<file path="config.mk">
export PLATFORM = sky130hd
export DESIGN_NAME = lsu_mem_master_flat
export DESIGN_NICKNAME = d
export VERILOG_FILES = /design/src/rtl/lsu_pkg.sv /design/src/rtl/lsu_mem_master_if.sv /design/src/rtl/lsu_timeout_cnt.sv /design/src/rtl/lsu_mem_master.sv /design/src/flat_wrapper.sv
export SDC_FILE = /design/constraint.sdc
export NUM_CORES = 1
export LEC_CHECK = 0
export BUFFER_PORTS_ARGS = -buffer_cell sky130_fd_sc_hd__buf_2
export CAP_MARGIN = 15
export CELL_PAD_IN_SITES_DETAIL_PLACEMENT = 0
export CELL_PAD_IN_SITES_GLOBAL_PLACEMENT = 1
export CORE_MARGIN = 8
export CORE_UTILIZATION = 33
export CTS_CLUSTER_SIZE = 25
export DETAILED_ROUTE_END_ITERATION = 12
export PLACE_DENSITY_LB_ADDON = 0.3
export REMOVE_ABC_BUFFERS = 1
export SLEW_MARGIN = 20
export SYNTH_ARGS = -nofsm -noshare
export SYNTH_HDL_FRONTEND = slang
export SYNTH_SLANG_ARGS = --single-unit
</file>
<file path="constraint.sdc">
create_clock -name clk -period 4 [get_ports clk]
set_input_delay 0.6 -clock clk [delete_from_list [all_inputs] [get_ports clk]]
set_output_delay 0.6 -clock clk [all_outputs]
set_load 0.02 [all_outputs]
</file>
<file path="src/rtl/lsu_pkg.sv">
// ---------------------------------------------------------------------------
// lsu_pkg
//   Shared definitions for the load/store memory master:
//     XLEN            data/address width of the memory interface
//     lsu_state_t     FSM state encoding (IDLE, RD, WR, WB, RESP)
//     LEN_B/H/W       legal access sizes in bytes
//     len_legal()     true when a requested access size is 1, 2 or 4 bytes
// ---------------------------------------------------------------------------
package lsu_pkg;

  localparam int unsigned XLEN = 32;

  typedef enum logic [2:0] {
    S_IDLE = 3'd0,
    S_RD   = 3'd1,
    S_WR   = 3'd2,
    S_WB   = 3'd3,
    S_RESP = 3'd4
  } lsu_state_t;

  localparam logic [2:0] LEN_B = 3'd1;
  localparam logic [2:0] LEN_H = 3'd2;
  localparam logic [2:0] LEN_W = 3'd4;

  function automatic logic len_legal(input logic [2:0] len);
    return (len == LEN_B) || (len == LEN_H) || (len == LEN_W);
  endfunction

endpackage

</file>
<file path="src/rtl/lsu_mem_master_if.sv">
// ---------------------------------------------------------------------------
// lsu_mem_master_if
//   Data-memory bus between the LSU (master) and the data memory (slave).
//   Read address : arvalid, araddr, load_unsign (M->S), arready (S->M)
//   Read data    : rvalid, rdata, rresp (S->M, rresp 1 = OK), rready (M->S)
//   Write address: awvalid, awaddr (M->S), awready (S->M)
//   Write data   : wvalid, wdata (M->S), wready (S->M)
//   Size         : len (M->S), access bytes zero-extended, shared by R and W
//   Write resp   : bvalid, bresp (S->M), bready (M->S)
// ---------------------------------------------------------------------------
interface lsu_mem_master_if;
  import lsu_pkg::*;

  logic            arvalid;
  logic [XLEN-1:0] araddr;
  logic            load_unsign;
  logic            arready;

  logic            rvalid;
  logic [XLEN-1:0] rdata;
  logic            rresp;
  logic            rready;

  logic            awvalid;
  logic [XLEN-1:0] awaddr;
  logic            awready;

  logic            wvalid;
  logic [XLEN-1:0] wdata;
  logic            wready;

  logic [XLEN-1:0] len;

  logic            bvalid;
  logic            bresp;
  logic            bready;

  modport master (
    output arvalid, araddr, load_unsign, rready,
    output awvalid, awaddr, wvalid, wdata, len, bready,
    input  arready, rvalid, rdata, rresp,
    input  awready, wready, bvalid, bresp
  );

  modport slave (
    input  arvalid, araddr, load_unsign, rready,
    input  awvalid, awaddr, wvalid, wdata, len, bready,
    output arready, rvalid, rdata, rresp,
    output awready, wready, bvalid, bresp
  );

endinterface

</file>
<file path="src/rtl/lsu_timeout_cnt.sv">
// ---------------------------------------------------------------------------
// lsu_timeout_cnt
//   Wait-state watchdog for the LSU. The counter is held at zero while
//   i_en is low and counts cycles while i_en is high; o_expired flags the
//   cycle in which the count reaches TIMEOUT_CYCLES-1.
//   Instantiated by lsu_mem_master only when LSU_TIMEOUT_EN is defined.
//   Ports:
//     clk        in   clock
//     rst        in   asynchronous active-high reset
//     i_en       in   LSU is waiting in RD or WB
//     o_expired  out  wait limit reached this cycle
// ---------------------------------------------------------------------------
module lsu_timeout_cnt
  import lsu_pkg::*;
#(
  parameter int unsigned TIMEOUT_CYCLES = 1024
) (
  input  logic clk,
  input  logic rst,
  input  logic i_en,
  output logic o_expired
);

  logic [XLEN-1:0] r_cnt;

  // Clearing whenever not waiting makes every entry into RD/WB start at 0.
  always_ff @(posedge clk or posedge rst) begin
    if (rst) begin
      r_cnt <= '0;
    end else if (!i_en) begin
      r_cnt <= '0;
    end else begin
      r_cnt <= r_cnt + 1'b1;
    end
  end

  assign o_expired = i_en && (r_cnt == XLEN'(TIMEOUT_CYCLES - 1));

endmodule

</file>
<file path="src/rtl/lsu_mem_master.sv">
// ---------------------------------------------------------------------------
// lsu_mem_master
//   Load/store initiator for the data memory. Accepts one load or store at a
//   time from the execute stage, runs the AR/R or AW/W/B handshakes and
//   returns read data / write completion on the response port.
//   Optional feature macro: LSU_TIMEOUT_EN -- abort RD/WB waits after
//   TIMEOUT_CYCLES cycles with an error response (lsu_timeout_cnt).
//   Ports:
//     clk, rst            clock, asynchronous active-high reset
//     req_valid/ready     request handshake
//     req_wen             1 = store, 0 = load
//     req_addr/wdata      byte address, right-aligned store data
//     req_len             access bytes (1, 2, 4; anything else -> error)
//     req_unsign          load zero-extend (1) / sign-extend (0)
//     resp_valid/ready    response handshake, response held until taken
//     resp_rdata/err      load data (0 for stores/errors), error flag
//     mem                 data-memory bus (master side)
// ---------------------------------------------------------------------------
module lsu_mem_master
  import lsu_pkg::*;
#(
  parameter int unsigned TIMEOUT_CYCLES = 1024
) (
  input  logic                    clk,
  input  logic                    rst,

  input  logic                    req_valid,
  output logic                    req_ready,
  input  logic                    req_wen,
  input  logic [XLEN-1:0]         req_addr,
  input  logic [XLEN-1:0]         req_wdata,
  input  logic [2:0]              req_len,
  input  logic                    req_unsign,

  output logic                    resp_valid,
  input  logic                    resp_ready,
  output logic [XLEN-1:0]         resp_rdata,
  output logic                    resp_err,

  lsu_mem_master_if.master        mem
);

  if (TIMEOUT_CYCLES == 0) begin : g_bad_timeout
    $error("lsu_mem_master: TIMEOUT_CYCLES must be non-zero");
  end

  lsu_state_t      r_state;
  logic [XLEN-1:0] r_addr;
  logic [XLEN-1:0] r_wdata;
  logic [2:0]      r_len;
  logic            r_unsign;
  logic [XLEN-1:0] r_rdata;
  logic            r_err;
  logic            r_aw_done;
  logic            r_w_done;

  logic            w_req_hs;
  logic            w_aw_hs;
  logic            w_w_hs;
  logic            w_aw_ok;
  logic            w_w_ok;
  logic            w_timeout;
  logic            w_unused_bresp;

  // Stale R/B beats left over from an aborted transaction are drained in
  // IDLE; no new request is taken while one is still on the bus.
  assign req_ready = (r_state == S_IDLE) && !mem.rvalid && !mem.bvalid;
  assign w_req_hs  = req_valid && req_ready;

  assign mem.arvalid     = (r_state == S_RD);
  assign mem.rready      = (r_state == S_IDLE) || (r_state == S_RD);
  assign mem.araddr      = r_addr;
  assign mem.load_unsign = r_unsign;

  // Each write valid drops once its own handshake is recorded, so an
  // early AW or W acceptance is never repeated while the other waits.
  assign mem.awvalid = (r_state == S_WR) && !r_aw_done;
  assign mem.wvalid  = (r_state == S_WR) && !r_w_done;
  assign mem.awaddr  = r_addr;
  assign mem.wdata   = r_wdata;
  assign mem.bready  = (r_state == S_IDLE) || (r_state == S_WB);

  assign mem.len = {{(XLEN-3){1'b0}}, r_len};

  assign w_aw_hs = mem.awvalid && mem.awready;
  assign w_w_hs  = mem.wvalid && mem.wready;
  assign w_aw_ok = r_aw_done || w_aw_hs;
  assign w_w_ok  = r_w_done || w_w_hs;

  assign resp_valid = (r_state == S_RESP);
  assign resp_rdata = r_rdata;
  assign resp_err   = r_err;

  assign w_unused_bresp = mem.bresp;

`ifdef LSU_TIMEOUT_EN
  logic w_waiting;
  assign w_waiting = (r_state == S_RD) || (r_state == S_WB);

  lsu_timeout_cnt #(
    .TIMEOUT_CYCLES (TIMEOUT_CYCLES)
  ) u_timeout_cnt (
    .clk       (clk),
    .rst       (rst),
    .i_en      (w_waiting),
    .o_expired (w_timeout)
  );
`else
  assign w_timeout = 1'b0;
`endif

  always_ff @(posedge clk or posedge rst) begin
    if (rst) begin
      r_state   <= S_IDLE;
      r_addr    <= '0;
      r_wdata   <= '0;
      r_len     <= '0;
      r_unsign  <= 1'b0;
      r_rdata   <= '0;
      r_err     <= 1'b0;
      r_aw_done <= 1'b0;
      r_w_done  <= 1'b0;
    end else begin
      case (r_state)
        S_IDLE: begin
          if (w_req_hs) begin
            r_addr    <= req_addr;
            r_wdata   <= req_wdata;
            r_len     <= req_len;
            r_unsign  <= req_unsign;
            r_rdata   <= '0;
            r_err     <= 1'b0;
            r_aw_done <= 1'b0;
            r_w_done  <= 1'b0;
            if (!len_legal(req_len)) begin
              r_err   <= 1'b1;
              r_state <= S_RESP;
            end else if (req_wen) begin
              r_state <= S_WR;
            end else begin
              r_state <= S_RD;
            end
          end
        end
        S_RD: begin
          if (mem.rvalid) begin
            r_rdata <= mem.rresp ? mem.rdata : '0;
            r_err   <= !mem.rresp;
            r_state <= S_RESP;
          end else if (w_timeout) begin
            r_err   <= 1'b1;
            r_state <= S_RESP;
          end
        end
        S_WR: begin
          if (w_aw_hs) r_aw_done <= 1'b1;
          if (w_w_hs)  r_w_done  <= 1'b1;
          if (w_aw_ok && w_w_ok) r_state <= S_WB;
        end
        S_WB: begin
          if (mem.bvalid) begin
            r_state <= S_RESP;
          end else if (w_timeout) begin
            r_err   <= 1'b1;
            r_state <= S_RESP;
          end
        end
        S_RESP: begin
          if (resp_ready) r_state <= S_IDLE;
        end
        default: r_state <= S_IDLE;
      endcase
    end
  end

endmodule

</file>
<file path="src/flat_wrapper.sv">
// flat-port wrapper written by rule: the top's interface ports become plain ports
module lsu_mem_master_flat import lsu_pkg::*;
#(
  parameter int unsigned TIMEOUT_CYCLES = 1024
)
  (clk, rst, req_valid, req_ready, req_wen, req_addr, req_wdata, req_len, req_unsign, resp_valid, resp_ready, resp_rdata, resp_err, mem_arvalid, mem_araddr, mem_load_unsign, mem_rready, mem_awvalid, mem_awaddr, mem_wvalid, mem_wdata, mem_len, mem_bready, mem_arready, mem_rvalid, mem_rdata, mem_rresp, mem_awready, mem_wready, mem_bvalid, mem_bresp);
  lsu_mem_master_if mem_i ();
  input  logic clk;
  input  logic rst;
  input  logic req_valid;
  output logic req_ready;
  input  logic req_wen;
  input  logic [XLEN-1:0] req_addr;
  input  logic [XLEN-1:0] req_wdata;
  input  logic [2:0] req_len;
  input  logic req_unsign;
  output logic resp_valid;
  input  logic resp_ready;
  output logic [XLEN-1:0] resp_rdata;
  output logic resp_err;
  output wire logic [$bits(mem_i.arvalid)-1:0] mem_arvalid;
  output wire logic [$bits(mem_i.araddr)-1:0] mem_araddr;
  output wire logic [$bits(mem_i.load_unsign)-1:0] mem_load_unsign;
  output wire logic [$bits(mem_i.rready)-1:0] mem_rready;
  output wire logic [$bits(mem_i.awvalid)-1:0] mem_awvalid;
  output wire logic [$bits(mem_i.awaddr)-1:0] mem_awaddr;
  output wire logic [$bits(mem_i.wvalid)-1:0] mem_wvalid;
  output wire logic [$bits(mem_i.wdata)-1:0] mem_wdata;
  output wire logic [$bits(mem_i.len)-1:0] mem_len;
  output wire logic [$bits(mem_i.bready)-1:0] mem_bready;
  input wire logic [$bits(mem_i.arready)-1:0] mem_arready;
  input wire logic [$bits(mem_i.rvalid)-1:0] mem_rvalid;
  input wire logic [$bits(mem_i.rdata)-1:0] mem_rdata;
  input wire logic [$bits(mem_i.rresp)-1:0] mem_rresp;
  input wire logic [$bits(mem_i.awready)-1:0] mem_awready;
  input wire logic [$bits(mem_i.wready)-1:0] mem_wready;
  input wire logic [$bits(mem_i.bvalid)-1:0] mem_bvalid;
  input wire logic [$bits(mem_i.bresp)-1:0] mem_bresp;
  assign mem_arvalid = mem_i.arvalid;
  assign mem_araddr = mem_i.araddr;
  assign mem_load_unsign = mem_i.load_unsign;
  assign mem_rready = mem_i.rready;
  assign mem_awvalid = mem_i.awvalid;
  assign mem_awaddr = mem_i.awaddr;
  assign mem_wvalid = mem_i.wvalid;
  assign mem_wdata = mem_i.wdata;
  assign mem_len = mem_i.len;
  assign mem_bready = mem_i.bready;
  assign mem_i.arready = mem_arready;
  assign mem_i.rvalid = mem_rvalid;
  assign mem_i.rdata = mem_rdata;
  assign mem_i.rresp = mem_rresp;
  assign mem_i.awready = mem_awready;
  assign mem_i.wready = mem_wready;
  assign mem_i.bvalid = mem_bvalid;
  assign mem_i.bresp = mem_bresp;
  lsu_mem_master #(.TIMEOUT_CYCLES(TIMEOUT_CYCLES)) u_core (.clk(clk), .rst(rst), .req_valid(req_valid), .req_ready(req_ready), .req_wen(req_wen), .req_addr(req_addr), .req_wdata(req_wdata), .req_len(req_len), .req_unsign(req_unsign), .resp_valid(resp_valid), .resp_ready(resp_ready), .resp_rdata(resp_rdata), .resp_err(resp_err), .mem(mem_i));
endmodule
</file>
# Word level (Yosys, flattened, before mapping)

Cells that the tools add are included.
W data, S select, Z words.

Bitwise logic cells: 0
Divide/modulo/power cells: 0
Reductions and logical operators: 27
Magnitude comparators: 0
Muxes and demuxes: 21
Shift operators: 0
Eq/ne operators: 14
$add $sub $neg: 0
Multiply operators: 0

Operators by type and width:

| kind                 | number |
|---|---|
| $mux W32             | 3 |
| $pmux W32 S2         | 1 |
| $mux W3              | 6 |
| $pmux W3 S5          | 1 |
| $ne A2 B1 Y1 const B | 5 |
| $eq A3 B2 Y1 const B | 3 |
| $reduce_and A3 Y1    | 3 |
| $logic_and A1 B1 Y1  | 8 |
| $eq A3 B1 Y1 const B | 2 |
| $eq A3 B3 Y1 const B | 2 |
| $logic_or A1 B1 Y1   | 6 |
| $mux W1              | 6 |
| $pmux W1 S2          | 3 |
| $logic_not A1 Y1     | 5 |
| $reduce_and A5 Y1    | 1 |
| $ne A2 B2 Y1 const B | 2 |
| $reduce_bool A2 Y1   | 2 |
| $logic_not A3 Y1     | 1 |
| $mux W2              | 1 |
| $reduce_and A2 Y1    | 1 |

Latch bits: 0
Memories kept: 0
ROM bits: 0
Input bits: 112
Register bits: 106
Memory bits (writable): 0

# Depth between registers and ports, before layout

Gate-level depths: netlist of the first run.

Word-level depth: 7
Depth in mapped cells: 6
Depth with buffers taken out: 4

# Worst setup path before layout of the first run

Ideal clock, no wire load.

Path type: reg2reg
From: reg u_core.r_state[1]
To: reg u_core.r_err (netlist: u_core.resp_err)
Clock period less this slack: 1.725 ns
Setup time: 0.083 ns
Path slack: 2.275 ns
Cell stages (with the launch flop): 5
Required time: 3.917 ns
Buffers on the path: 1
Arrival: 1.642 ns
Cell sequence: dfrtp_1 buf_2 nor3_1 mux2_2 o21ai_0

RTL lines:

| item                                                         | line                  | RTL |
|---|---|---|
| start, declared                                              | lsu_mem_master.sv:47  | `lsu_state_t r_state;` |
| start signal, assigned                                       | lsu_mem_master.sv:114 | `r_state <= S_IDLE;` |
| start signal, assigned                                       | lsu_mem_master.sv:137 | `r_state <= S_RESP;` |
| start signal, assigned                                       | lsu_mem_master.sv:139 | `r_state <= S_WR;` |
| $eq A3 B1 Y1 *                                               | --                    |  |
| named net mem_arvalid                                        | flat_wrapper.sv:21    | `output wire logic [$bits(mem_i.arvalid)-1:0] mem_arvalid;` |
| $ne A2 B1 Y1 (no line) or $reduce_bool A2 Y1 (tied branches) | --                    |  |
| $reduce_and A3 Y1 (no line)                                  | --                    |  |
| end signal, assigned                                         | lsu_mem_master.sv:148 | `r_err <= !mem.rresp;` |
| end, declared                                                | lsu_mem_master.sv:53  | `logic r_err;` |

Mark *: on every way through the listed nets, which the timed path passes. The rest lies on a longest branch.
A chain may end at the register's enable or synchronous reset.

# Worst setup path in the final report of the first run

From: reg u_core.r_state[0]
To: reg u_core.r_addr[8] (netlist: u_core.mem.araddr[8])

Word-level cells in the longest chain between the ends: 5

RTL lines:

| item                             | line                                        | RTL |
|---|---|---|
| $logic_not A3 Y1 *               | lsu_mem_master.sv:67, lsu_mem_master.sv:124 |  |
| $logic_and A1 B1 Y1 (2 in a row) | lsu_mem_master.sv:67                        | `assign req_ready = (r_state == S_IDLE) && !mem.rvalid && !mem.bvalid;` |
| $logic_and A1 B1 Y1              | lsu_mem_master.sv:68                        | `assign w_req_hs = req_valid && req_ready;` |
| $reduce_and A2 Y1 (no line) *    | --                                          |  |
| end signal, assigned             | lsu_mem_master.sv:127                       | `r_addr <= req_addr;` |
| end, declared                    | lsu_mem_master.sv:48                        | `logic [XLEN-1:0] r_addr;` |

Mark *: on every way between the ends. The rest lies on a longest branch, timed or not.

==> summary.txt, run 1 <==
Place
  • Post-detail-place hpwl: 10,700 um
  • Placed cell count: 791
  • RD Place Congestion: 0.7973
  • I/O Buffers: 249

Clock network
  • Clk buf depth: 2
  • Clock H-tree levels: 3
  • Sink Count: 106
  • Clk Latency, worst-skew pair: 0.35 ns
  • Cts repair resizes: 0
  • Clock root buffer: clkbuf_16
  • CTS clk-pin slew, worst paths: 0.07 ns
  • Setup Fix Bufs, Post-CTS: 0
  • Cts hold-fix bufs: 0
  • CTS buffer count: 9
  • CTS tree: done

Yosys
  • Syn avg cell area: 12.46 um^2
  • Synth Register Bits: 106
  • Number of warning messages in the yosys log: 0
  • Cell Area, Synth: 0.005009 mm^2
  • Sequential-to-total area share from yosys stat: 0.5296
  • Mapped Cells: 402
  • Distinct cells, synth: 30

Setup path
  • Worst Reg-to-Reg Cells: 5
  • CP Max Fanout: 38
  • CP required: 4.24 ns
  • Worst r2r dst: u_core.mem.araddr[8]
  • Critical path startpoint category: register
  • Most used cell, CP: buf_4
  • Crit-path cells: inv_1 > nand4_4 > buf_4 > buf_4 > mux2_4
  • Reg2reg start: u_core.r_state[0]
  • CP startpoint: u_core.r_state[0]
  • Critical-path top delay cell: buf_4
  • FF-to-FF setup slack: 1.42 ns
  • CP arrival: 2.81 ns
  • CP endpoint kind: register
  • Critical path's largest stage delay: 0.63 ns
  • Critical path type: register to register
  • CP endpoint: u_core.mem.araddr[8]

Power and ir drop
  • Internal power: 3.041 mW
  • Switch share: 0.4140
  • Comb power frac: 0.475
  • Leak: 3.540 nW
  • NetSw: 2.148 mW
  • Flop pwr share: 0.346
  • Clk network pwr share: 0.179
  • Worst vdd ir: 294.8 uV
  • PwrDens: 815.4 mW/mm^2

Cells and area
  • Final #Nets: 727
  • Post-route insts no fill: 808
  • Number of inserted diodes: 0
  • Syn-to-layout area delta: 27.05%
  • Layout cell share with drive strength beyond 1: 0.5581

Outcome
  • Run status: finished clean

Global route
  • Initial antenna violation count: 0
  • Aggregate global-route resource usage: 0.1435
  • Grt ovf: 0
  • Vias in the first global route: 3,761
  • First-pass GRT wire length: 21,850 um
  • Largest net degree at the start of global routing: 53

Timing
  • Final Hold Fails: 0
  • Tcrit/Tclk final: 0.6441
  • Headroom to the max-slew limit: 0.5492
  • Max-slew violations: 0
  • RSZ-0062 raised after global routing: no
  • Final setup viols: 0
  • Fin Setup TNS: 0 ns
  • Skew final: 0.009582 ns
  • Top achievable clock speed: 388.2 MHz
  • Worst-Margin Slew: 0.6762 ns
  • Minimum clock period: 2.576 ns

Detailed routing
  • Post-Route WL: 13,700 um
  • Drt drc: 0
  • Per-cell routed wire length: 16.95 um
  • Iteration-0 DRC Markers: 106
  • Via-per-instance ratio: 4.354
  • Antenna Nets Post-Route: 0
  • Routed via count: 3,518
  • Pre-Repair DR Iteration Count: 4

Floorplanning
  • Row Count: 45
  • Starting Density: 0.3332
  • IO Pins: 281
  • Die Span Y: 139.2 um
  • DIE AREA: 0.01938 mm^2
  • Die width: 139.2 um
  • Core area: 0.01503 mm^2

Job
  • Max cap viols: 0

Min path
  • Hold Path Class: input port to asynchronous set/reset pin
per-stage QoR:
step	hold WS (ns)	setup WS (ns)	util	power [mW]	instance area [um^2]
CTS	0.2206	1.399	0.4215	5.254	6336
finish	0.2213	1.424	0.4233	5.189	6364
global placement	0.4596	1.417	0.4003	4.268	6018
detailed placement	0.4693	1.380	0.4004	4.290	6020
global route	0.2378	1.279	0.4233	5.496	6364
floorplan	0.4794	0.6111	-	3.385	4486
cell families (layout without fill, tap and decap cells):
kind of cell,count (synthesis),count (layout),synth area share
compound gates,47,47,0.04971
xor+xnor,2,2,0.003498
buf+inv,86,276,0.1292
flops,106,106,0.5296
mux,69,69,0.2061
other cells,1,29,0.0007487
simple gates,91,91,0.08119
flip-flops by register name (all words and copies together), names as in the netlist:
| signal | flops |
|---|---|
| u_core.r_len | 3 |
| u_core.mem.araddr | 32 |
| u_core.r_w_done | 1 |
| u_core.resp_rdata | 32 |
| u_core.resp_err | 1 |
| u_core.r_state | 3 |
| u_core.mem.load_unsign | 1 |
| u_core.r_aw_done | 1 |
| u_core.mem.wdata | 32 |
power groups by stage:
stage / combinational, mW / clock (mW) / sequential [mW]
after floorplan: 0.875 / 0 / 2.51
after global placement: 2.48 / 0 / 1.79
after detailed placement: 2.47 / 0 / 1.82
after CTS: 2.49 / 0.970 / 1.80
after global routing: 2.63 / 1.01 / 1.85
final: 2.47 / 0.929 / 1.79
cell usage in the layout (no fill, tap or decap), drive strengths merged:
cell / n
nand2: 69
bufinv: 1
o22ai: 2
and2: 1
nand3: 2
nand4b: 1
mux2: 69
nand3b: 1
clkbuf: 10
clkinv: 5
a21oi: 4
buf: 255
conb: 29
a31oi: 1
and3: 2
o21a: 1
nor4b: 1
inv: 5
a41o: 1
o21ai: 37
nor2: 8
nor3: 2
a211oi: 1
nand4: 1
nand2b: 3
dfrtp: 106
xor2: 2
routing by layer:
metal | global-route usage | up-vias | part of all wire
li1 | - | 1668 | -
met1 | 0.1598 | 1671 | 0.41
met2 | 0.2415 | 172 | 0.50
met3 | 0.06747 | 7 | 0.087
met4 | 0.03986 | 0 | 0.0093
met5 | 0 | - | 0
worst min-delay path by stage:
stage / start / cells after the start / end / slack (ns)
2_1_floorplan: u_core.r_w_done / 1 / u_core.r_w_done / 0.48
3_3_place_gp: u_core.resp_rdata[2] / 2 / u_core.resp_rdata[2] / 0.46
3_5_place_dp: u_core.resp_rdata[26] / 2 / u_core.resp_rdata[26] / 0.47
4_1_cts: rst / 2 / u_core.mem.araddr[29] / 0.22
5_1_grt: rst / 2 / u_core.mem.araddr[29] / 0.24
6_report: rst / 2 / u_core.mem.araddr[29] / 0.22
worst max-delay path: cells and delay by family, from the launching register on:
kind / cells / cell delay (ns)
buf+inv: 3 / 1.37
flops: 1 / 0.58
mux: 1 / 0.35
simple gates: 1 / 0.10
area by class of cell:
cell class	instances	area (um^2)
Clock buffer	10	239.0
Clock inverter	6	77.57
Fill cell	1482	8670
Inverter	5	21.27
Multi-Input combinational cell	238	1827
Sequential cell	106	2653
Tap cell	188	235.2
Timing Repair Buffer	255	1311
synthesized netlist by cell type:
cell	count	share of area
a21oi_1	4	0.0040
and3_1	2	0.0025
xor2_1	2	0.0035
nand3_1	2	0.0020
nand4b_1	1	0.0017
inv_1	5	0.0037
nand2_1	69	0.052
o21a_1	1	0.0015
nand3b_1	1	0.0015
nand2b_1	3	0.0037
conb_1	1	0.00075
buf_6	10	0.022
nor3_1	2	0.0020
a211oi_1	1	0.0015
buf_4	65	0.097
a31oi_1	1	0.0012
dfrtp_1	106	0.53
nand4_4	1	0.0042
nor4b_2	1	0.0030
a41o_1	1	0.0020
o22ai_1	2	0.0025
mux2_2	1	0.0022
nor2_4	1	0.0022
and2_1	1	0.0012
o21ai_0	25	0.025
clkbuf_1	2	0.0015
mux2_4	68	0.20
buf_2	4	0.0040
nor2_1	7	0.0052
o21ai_1	12	0.012
Note: power is estimated with default switching activity, not from simulation.
==> run 2, diff against run 1 <==
Settings changed: CORE_UTILIZATION 33 to 30.
Clock period 4 ns to 2.3 ns, I/O delays scaled along.
==> run 2 against run 1 <==
Utilization decreased by 3.4 points. Hold slack got worse by 0.19 ns. Non-clock buffer count unchanged. Total power up 73%. Sequential power grew 75%. Global-route usage down 0.31 points. Cell area is 0.65% higher. Combinational power increased by 73%. Critical path type is now register to output pin. Flip-flop and latch count stayed put.
==> summary.txt, run 2 (same netlist as run 1, synthesis figures left out) <==
Outcome
  • Run status: finished clean

Clock network
  • CTS buffer count: 9 (unchanged)
  • Setup Fix Bufs, Post-CTS: 0 (unchanged)
  • Cts hold-fix bufs: 0 (unchanged)
  • CTS tree: done
  • Clk buf depth: 2 (unchanged)
  • Clock H-tree levels: 3 (unchanged)
  • Clock root buffer: clkbuf_16
  • Cts repair resizes: 0 (unchanged)
  • Sink Count: 106 (unchanged)
  • Clk Latency, worst-skew pair: 0.36 ns (about the same)
  • CTS clk-pin slew, worst paths: 0.08 ns (about the same)

Place
  • Placed cell count: 824 (+4.2%)
  • RD Place Congestion: 0.8300 (+4.1%)
  • Post-detail-place hpwl: 11,220 um (+4.8%)
  • Placed cell area: 0.006103 mm^2 (+1.4%)
  • I/O Buffers: 249 (unchanged)

Global route
  • Grt ovf: 0 (unchanged)
  • Largest net degree at the start of global routing: 67 (+26%)
  • Vias in the first global route: 3,848 (+2.3%)
  • Initial antenna violation count: 2 (+2)
  • Aggregate global-route resource usage: 0.1404 (-0.003129)
  • First-pass GRT wire length: 23,270 um (+6.5%)

Cells and area
  • Fillers: 1,616 (+9.0%)
  • Final #Nets: 727 (unchanged)
  • Fin area: 0.006405 mm^2 (+0.65%)
  • Post-route insts no fill: 842 (+4.2%)
  • Commonest non-fill, non-tap cell in the layout: buf_2
  • Most frequent cells in the layout: buf_2, dfrtp_1, nand2_1
  • Syn-to-layout area delta: 27.88%
  • Layout cell share with drive strength beyond 1: 0.5565 (-0.001613)

Timing
  • RSZ-0062 raised after global routing: no
  • Fin Setup TNS: 0 ns (unchanged)
  • Minimum clock period: 2.020 ns
  • Headroom to the max-slew limit: 0.6310 (+0.08182)
  • Final Hold Fails: 0 (unchanged)
  • Skew final: 0.01330 ns (+0.003721 ns)
  • Tcrit/Tclk final: 0.8782
  • Max-slew violations: 0 (unchanged)
  • Top achievable clock speed: 495.1 MHz
  • Worst-Margin Slew: 0.5535 ns (-0.1227 ns)
  • Final setup viols: 0 (unchanged)

Detailed routing
  • Post-Route WL: 14,610 um (+6.7%)
  • Routed via count: 3,556 (+1.1%)
  • Per-cell routed wire length: 17.35 um (+2.4%)
  • Pre-Repair DR Iteration Count: 4 (unchanged)
  • Iteration-0 DRC Markers: 137 (+29%)
  • Via-per-instance ratio: 4.223 (-3.0%)
  • Antenna Nets Post-Route: 0 (unchanged)
  • Drt drc: 0 (unchanged)

Floorplanning
  • Starting Density: 0.3042 (-0.02899)
  • Die Span Y: 145.2 um (+4.3%)
  • Row Count: 47 (+4.4%)
  • IO Pins: 281 (unchanged)
  • DIE AREA: 0.02109 mm^2 (+8.8%)
  • Die width: 145.2 um (+4.3%)
  • Core area: 0.01647 mm^2 (+9.5%)

Setup path
  • CP Max Fanout: 13 (-66%)
  • Critical path startpoint category: register
  • CP endpoint kind: output pin
  • FF-to-FF setup slack: 0.52 ns (-0.90 ns)
  • CP required: 1.96 ns (-2.28 ns)
  • Critical path type: register to output pin
  • CP arrival: 1.67 ns (-1.14 ns)
  • Worst r2r dst: u_core.mem.wdata[25]
  • Reg2reg start: u_core.r_state[0]
  • Worst Reg-to-Reg Cells: 4 (-1)

Job
  • Max cap viols: 0 (unchanged)

Power and ir drop
  • PwrDens: 1401 mW/mm^2 (+72%)
  • Worst vdd ir: 571.0 uV (+94%)
  • Leak: 3.540 nW (about the same)

Min path
  • Hold Path Class: input port to asynchronous set/reset pin
[run 2: cell count changes in the layout (fill, tap and decap cells not counted)]
cell,change
diode_2,+2
bufinv_16,-1
and3_2,-1
clkinv_2,-1
buf_4,-2
inv_6,+1
and3_1,+1
inv_8,+2
buf_16,-1
buf_12,+3
clkinv_8,-1
[run 2: area by class of cell]
| class | instances | area [um^2] | area share |
|---|---|---|---|
| sequential | 106 | 2653 | 0.4141 |
| multi-input combinational | 238 | 1826 | 0.2850 |
| timing repair buffer | 255 | 1329 | 0.2075 |
| tap | 220 | 275.3 | 0.04298 |
| clock buffer | 10 | 239.0 | 0.03731 |
| clock inverter | 6 | 57.56 | 0.008986 |
| inverter | 5 | 21.27 | 0.003321 |
| antenna | 2 | 5.005 | 0.0007814 |
[run 2: report_power, final]
| part | total [mW] | switching (mW) | internal (mW) |
|---|---|---|---|
| registers | 3.14 | 0.537 | 2.60 |
| logic | 4.28 | 2.49 | 1.79 |
| clock network | 1.55 | 0.761 | 0.791 |
| total | 8.97 | 3.78 | 5.19 |
[run 2: worst max-delay path by stage]
stage	to	cells past startpoint	slack, ns	start
2_1_floorplan	u_core.mem.araddr[0]	1	-0.83	rst
5_1_grt	mem_arvalid	3	0.15	u_core.r_state[0]
3_5_place_dp	u_core.r_len[2]	4	0.53	u_core.r_state[0]
4_1_cts	mem_arvalid	3	0.28	u_core.r_state[0]
6_report	mem_arvalid	3	0.28	u_core.r_state[0]
3_3_place_gp	u_core.mem.araddr[25]	4	0.56	u_core.r_state[0]
[run 2: critical path: stages, from the launching register on]
cell	delay, ns
dfrtp_1	0.59
inv_1	0.22
nor3_1	0.29
buf_2	0.22
[run 2: per-stage QoR]
step	setup WS, ns	util	power [mW]	hold slack [ns]
2_1_floorplan	-0.8339	-	5.886	0.4723
3_3_place_gp	0.5601	0.3707	7.470	0.4301
3_5_place_dp	0.5323	0.3707	7.512	0.4472
4_1_cts	0.2759	0.3887	9.124	0.04213
5_1_grt	0.1488	0.3890	9.524	0.06330
6_report	0.2802	0.3890	8.971	0.03512
[run 2: per-layer routing]
metal | vias up | GRT usage | share of wire
met5 | - | 0 | 0
met4 | 0 | 0.06299 | 0.017
met3 | 16 | 0.05286 | 0.083
met2 | 182 | 0.2315 | 0.49
met1 | 1680 | 0.1594 | 0.41
li1 | 1678 | - | -
==> run 3, diff against run 2 <==
Settings changed: RECOVER_POWER from default to 100.
==> run 3 against run 2 <==
The run now ends with capacitance limit, slew limit left. First-iteration DRC count is 14% lower. Die area did not move. Clock skew fell by 0.00078 ns. Fmax is essentially flat. Cell count unchanged.
==> summary.txt, run 3 (same netlist as run 1, synthesis figures left out) <==
Timing
  • Final worst slack: 0.2795 ns (-0.0006210 ns)
  • Final setup viols: 0 (unchanged)
  • Final Hold Fails: 0 (unchanged)
  • Worst-Margin Slew: 1.667 ns (+1.114 ns)
  • Fin Setup TNS: 0 ns (unchanged)
  • Hold slack: 0.1997 ns (+0.1645 ns)
  • Minimum clock period: 2.020 ns (+0.0006210 ns)
  • Top achievable clock speed: 494.9 MHz (about the same)
  • Headroom to the max-slew limit: -0.1127 (-0.7437)
  • Skew final: 0.01253 ns (-0.0007754 ns)
  • RSZ-0062 raised after global routing: no
  • Tcrit/Tclk final: 0.8785 (about the same)
  • Max-slew violations: 37 (+37)

Floorplanning
  • Row Count: 47 (unchanged)
  • Core area: 0.01647 mm^2 (unchanged)
  • Die width: 145.2 um (unchanged)
  • IO Pins: 281 (unchanged)
  • Die Span Y: 145.2 um (unchanged)
  • Starting Density: 0.3042 (unchanged)
  • DIE AREA: 0.02109 mm^2 (unchanged)

Clock network
  • CTS tree: done
  • Clk buf depth: 2 (unchanged)
  • Clock root buffer: clkbuf_16
  • CTS buffer count: 9 (unchanged)
  • Setup Fix Bufs, Post-CTS: 0 (unchanged)
  • Sink Count: 106 (unchanged)
  • Clk Latency, worst-skew pair: 0.36 ns (about the same)
  • Clock H-tree levels: 3 (unchanged)
  • Cts hold-fix bufs: 0 (unchanged)
  • Cts repair resizes: 0 (unchanged)
  • CTS clk-pin slew, worst paths: 0.07 ns (about the same)

Power and ir drop
  • PwrDens: 1371 mW/mm^2 (-2.1%)
  • Worst vdd ir: 476.3 uV (-17%)
  • Flop pwr share: 0.386 (+0.036)
  • Clk network pwr share: 0.190 (+0.017)
  • Switch share: 0.4598 (+0.03804)
  • Leak: 2.745 nW (-22%)
  • Comb power frac: 0.424 (-0.053)
  • Internal power: 4.406 mW (-15%)
  • Total power: 8.156 mW (-9.1%)
  • NetSw: 3.750 mW (-0.89%)

Place
  • Post-detail-place hpwl: 11,220 um (unchanged)
  • Placed cell area: 0.006103 mm^2 (unchanged)
  • RD Place Congestion: 0.8300 (unchanged)
  • I/O Buffers: 249 (unchanged)
  • Placed cell count: 824 (unchanged)
  • DP Worst Slack: 0.5323 ns (unchanged)

Outcome
  • Failing checks: capacitance limit, slew limit
  • Run status: complete, but fails checks

Setup path
  • Critical path type: register to output pin
  • Worst r2r dst: u_core.mem.wdata[25]
  • Crit-path cells: inv_1 > nor3_1 > clkbuf_1
  • Reg2reg start: u_core.r_state[0]
  • Critical path startpoint category: register
  • Worst Reg-to-Reg Cells: 4 (unchanged)
  • CP arrival: 1.68 ns (about the same)
  • Critical-path top delay cell: dfrtp_1
  • FF-to-FF setup slack: 0.38 ns (-0.14 ns)
  • Critical path's largest stage delay: 0.58 ns (about the same)
  • CP required: 1.96 ns (about the same)
  • CP Max Fanout: 13 (unchanged)
  • CP endpoint kind: output pin

Cells and area
  • Most frequent cells in the layout: clkbuf_1, buf_2, dfrtp_1
  • Final Core Density: 0.3612 (-0.02774)
  • Syn-to-layout area delta: 18.76%
  • Fillers: 1,778 (+10%)
  • Fin area: 0.005948 mm^2 (-7.1%)
  • Commonest non-fill, non-tap cell in the layout: clkbuf_1
  • Final #Nets: 727 (unchanged)
  • Post-route insts no fill: 842 (unchanged)
  • Layout cell share with drive strength beyond 1: 0.2210 (-0.3355)

Min path
  • Hold Path Class: input port to register
  • Hold worst-path end: u_core.mem.wdata[5]
  • Hold_sp: req_wdata[5]
  • Hold depth: 2

Detailed routing
  • Pre-Repair DR Iteration Count: 4 (unchanged)
  • Per-cell routed wire length: 17.21 um (-0.82%)
  • Post-Route WL: 14,490 um (-0.82%)
  • Iteration-0 DRC Markers: 118 (-14%)
  • Via-per-instance ratio: 4.209 (-0.34%)
  • Routed via count: 3,544 (-0.34%)
  • Antenna Nets Post-Route: 0 (unchanged)
  • Drt drc: 0 (unchanged)

Job
  • Max cap viols: 1 (+1)

Global route
  • Vias in the first global route: 3,848 (unchanged)
  • Initial antenna violation count: 2 (unchanged)
  • Aggregate global-route resource usage: 0.1404 (unchanged)
  • Largest net degree at the start of global routing: 67 (unchanged)
  • Grt ovf: 0 (unchanged)
  • First-pass GRT wire length: 23,270 um (unchanged)
run 3: cell types whose count changed in the layout (fill, tap and decap cells not counted), sizes merged:
| cell | delta |
|---|---|
| clkbuf | +140 |
| buf | -140 |
run 3: critical path: cells and delay by family, from the launching register on:
family                 cells  cell delay (ns)
buffers and inverters      2             0.45
flip-flops                 1             0.58
AND/OR/NAND/NOR            1             0.30
run 3: final cells by class:
cell class	instances	area, um^2	area share
Antenna cell	2	5.005	0.0008414
Clock buffer	10	239.0	0.04018
Clock inverter	6	57.56	0.009676
Inverter	5	18.77	0.003155
Multi-Input combinational cell	238	1556	0.2617
Sequential cell	106	2653	0.4459
Tap cell	220	275.3	0.04628
Timing Repair Buffer	255	1144	0.1923
run 3: worst max-delay path by stage:
| stage | slack [ns] | cells past startpoint | endpoint | start |
|---|---|---|---|---|
| global placement | 0.56 | 4 | u_core.mem.araddr[25] | u_core.r_state[0] |
| finish | 0.28 | 3 | mem_arvalid | u_core.r_state[0] |
| floorplan | -0.83 | 1 | u_core.mem.araddr[0] | rst |
| CTS | 0.28 | 3 | mem_arvalid | u_core.r_state[0] |
| detailed placement | 0.53 | 4 | u_core.r_len[2] | u_core.r_state[0] |
| global route | 0.16 | 3 | mem_arvalid | u_core.r_state[0] |
run 3: metal layers:
metal	global-route usage	vias up	wire, um
met4	0.06299	0	223
li1	-	1685	-
met1	0.1594	1669	5987
met3	0.05286	14	1203
met2	0.2315	176	7076
met5	0	-	0
run 3: power by group through the flow:
stage	registers (mW)	clock network, mW	logic (mW)
floorplan	4.36	0	1.52
global placement	3.13	0	4.34
detailed placement	3.18	0	4.34
CTS	3.15	1.62	4.35
global route	3.26	1.70	3.75
finish	3.15	1.55	3.46
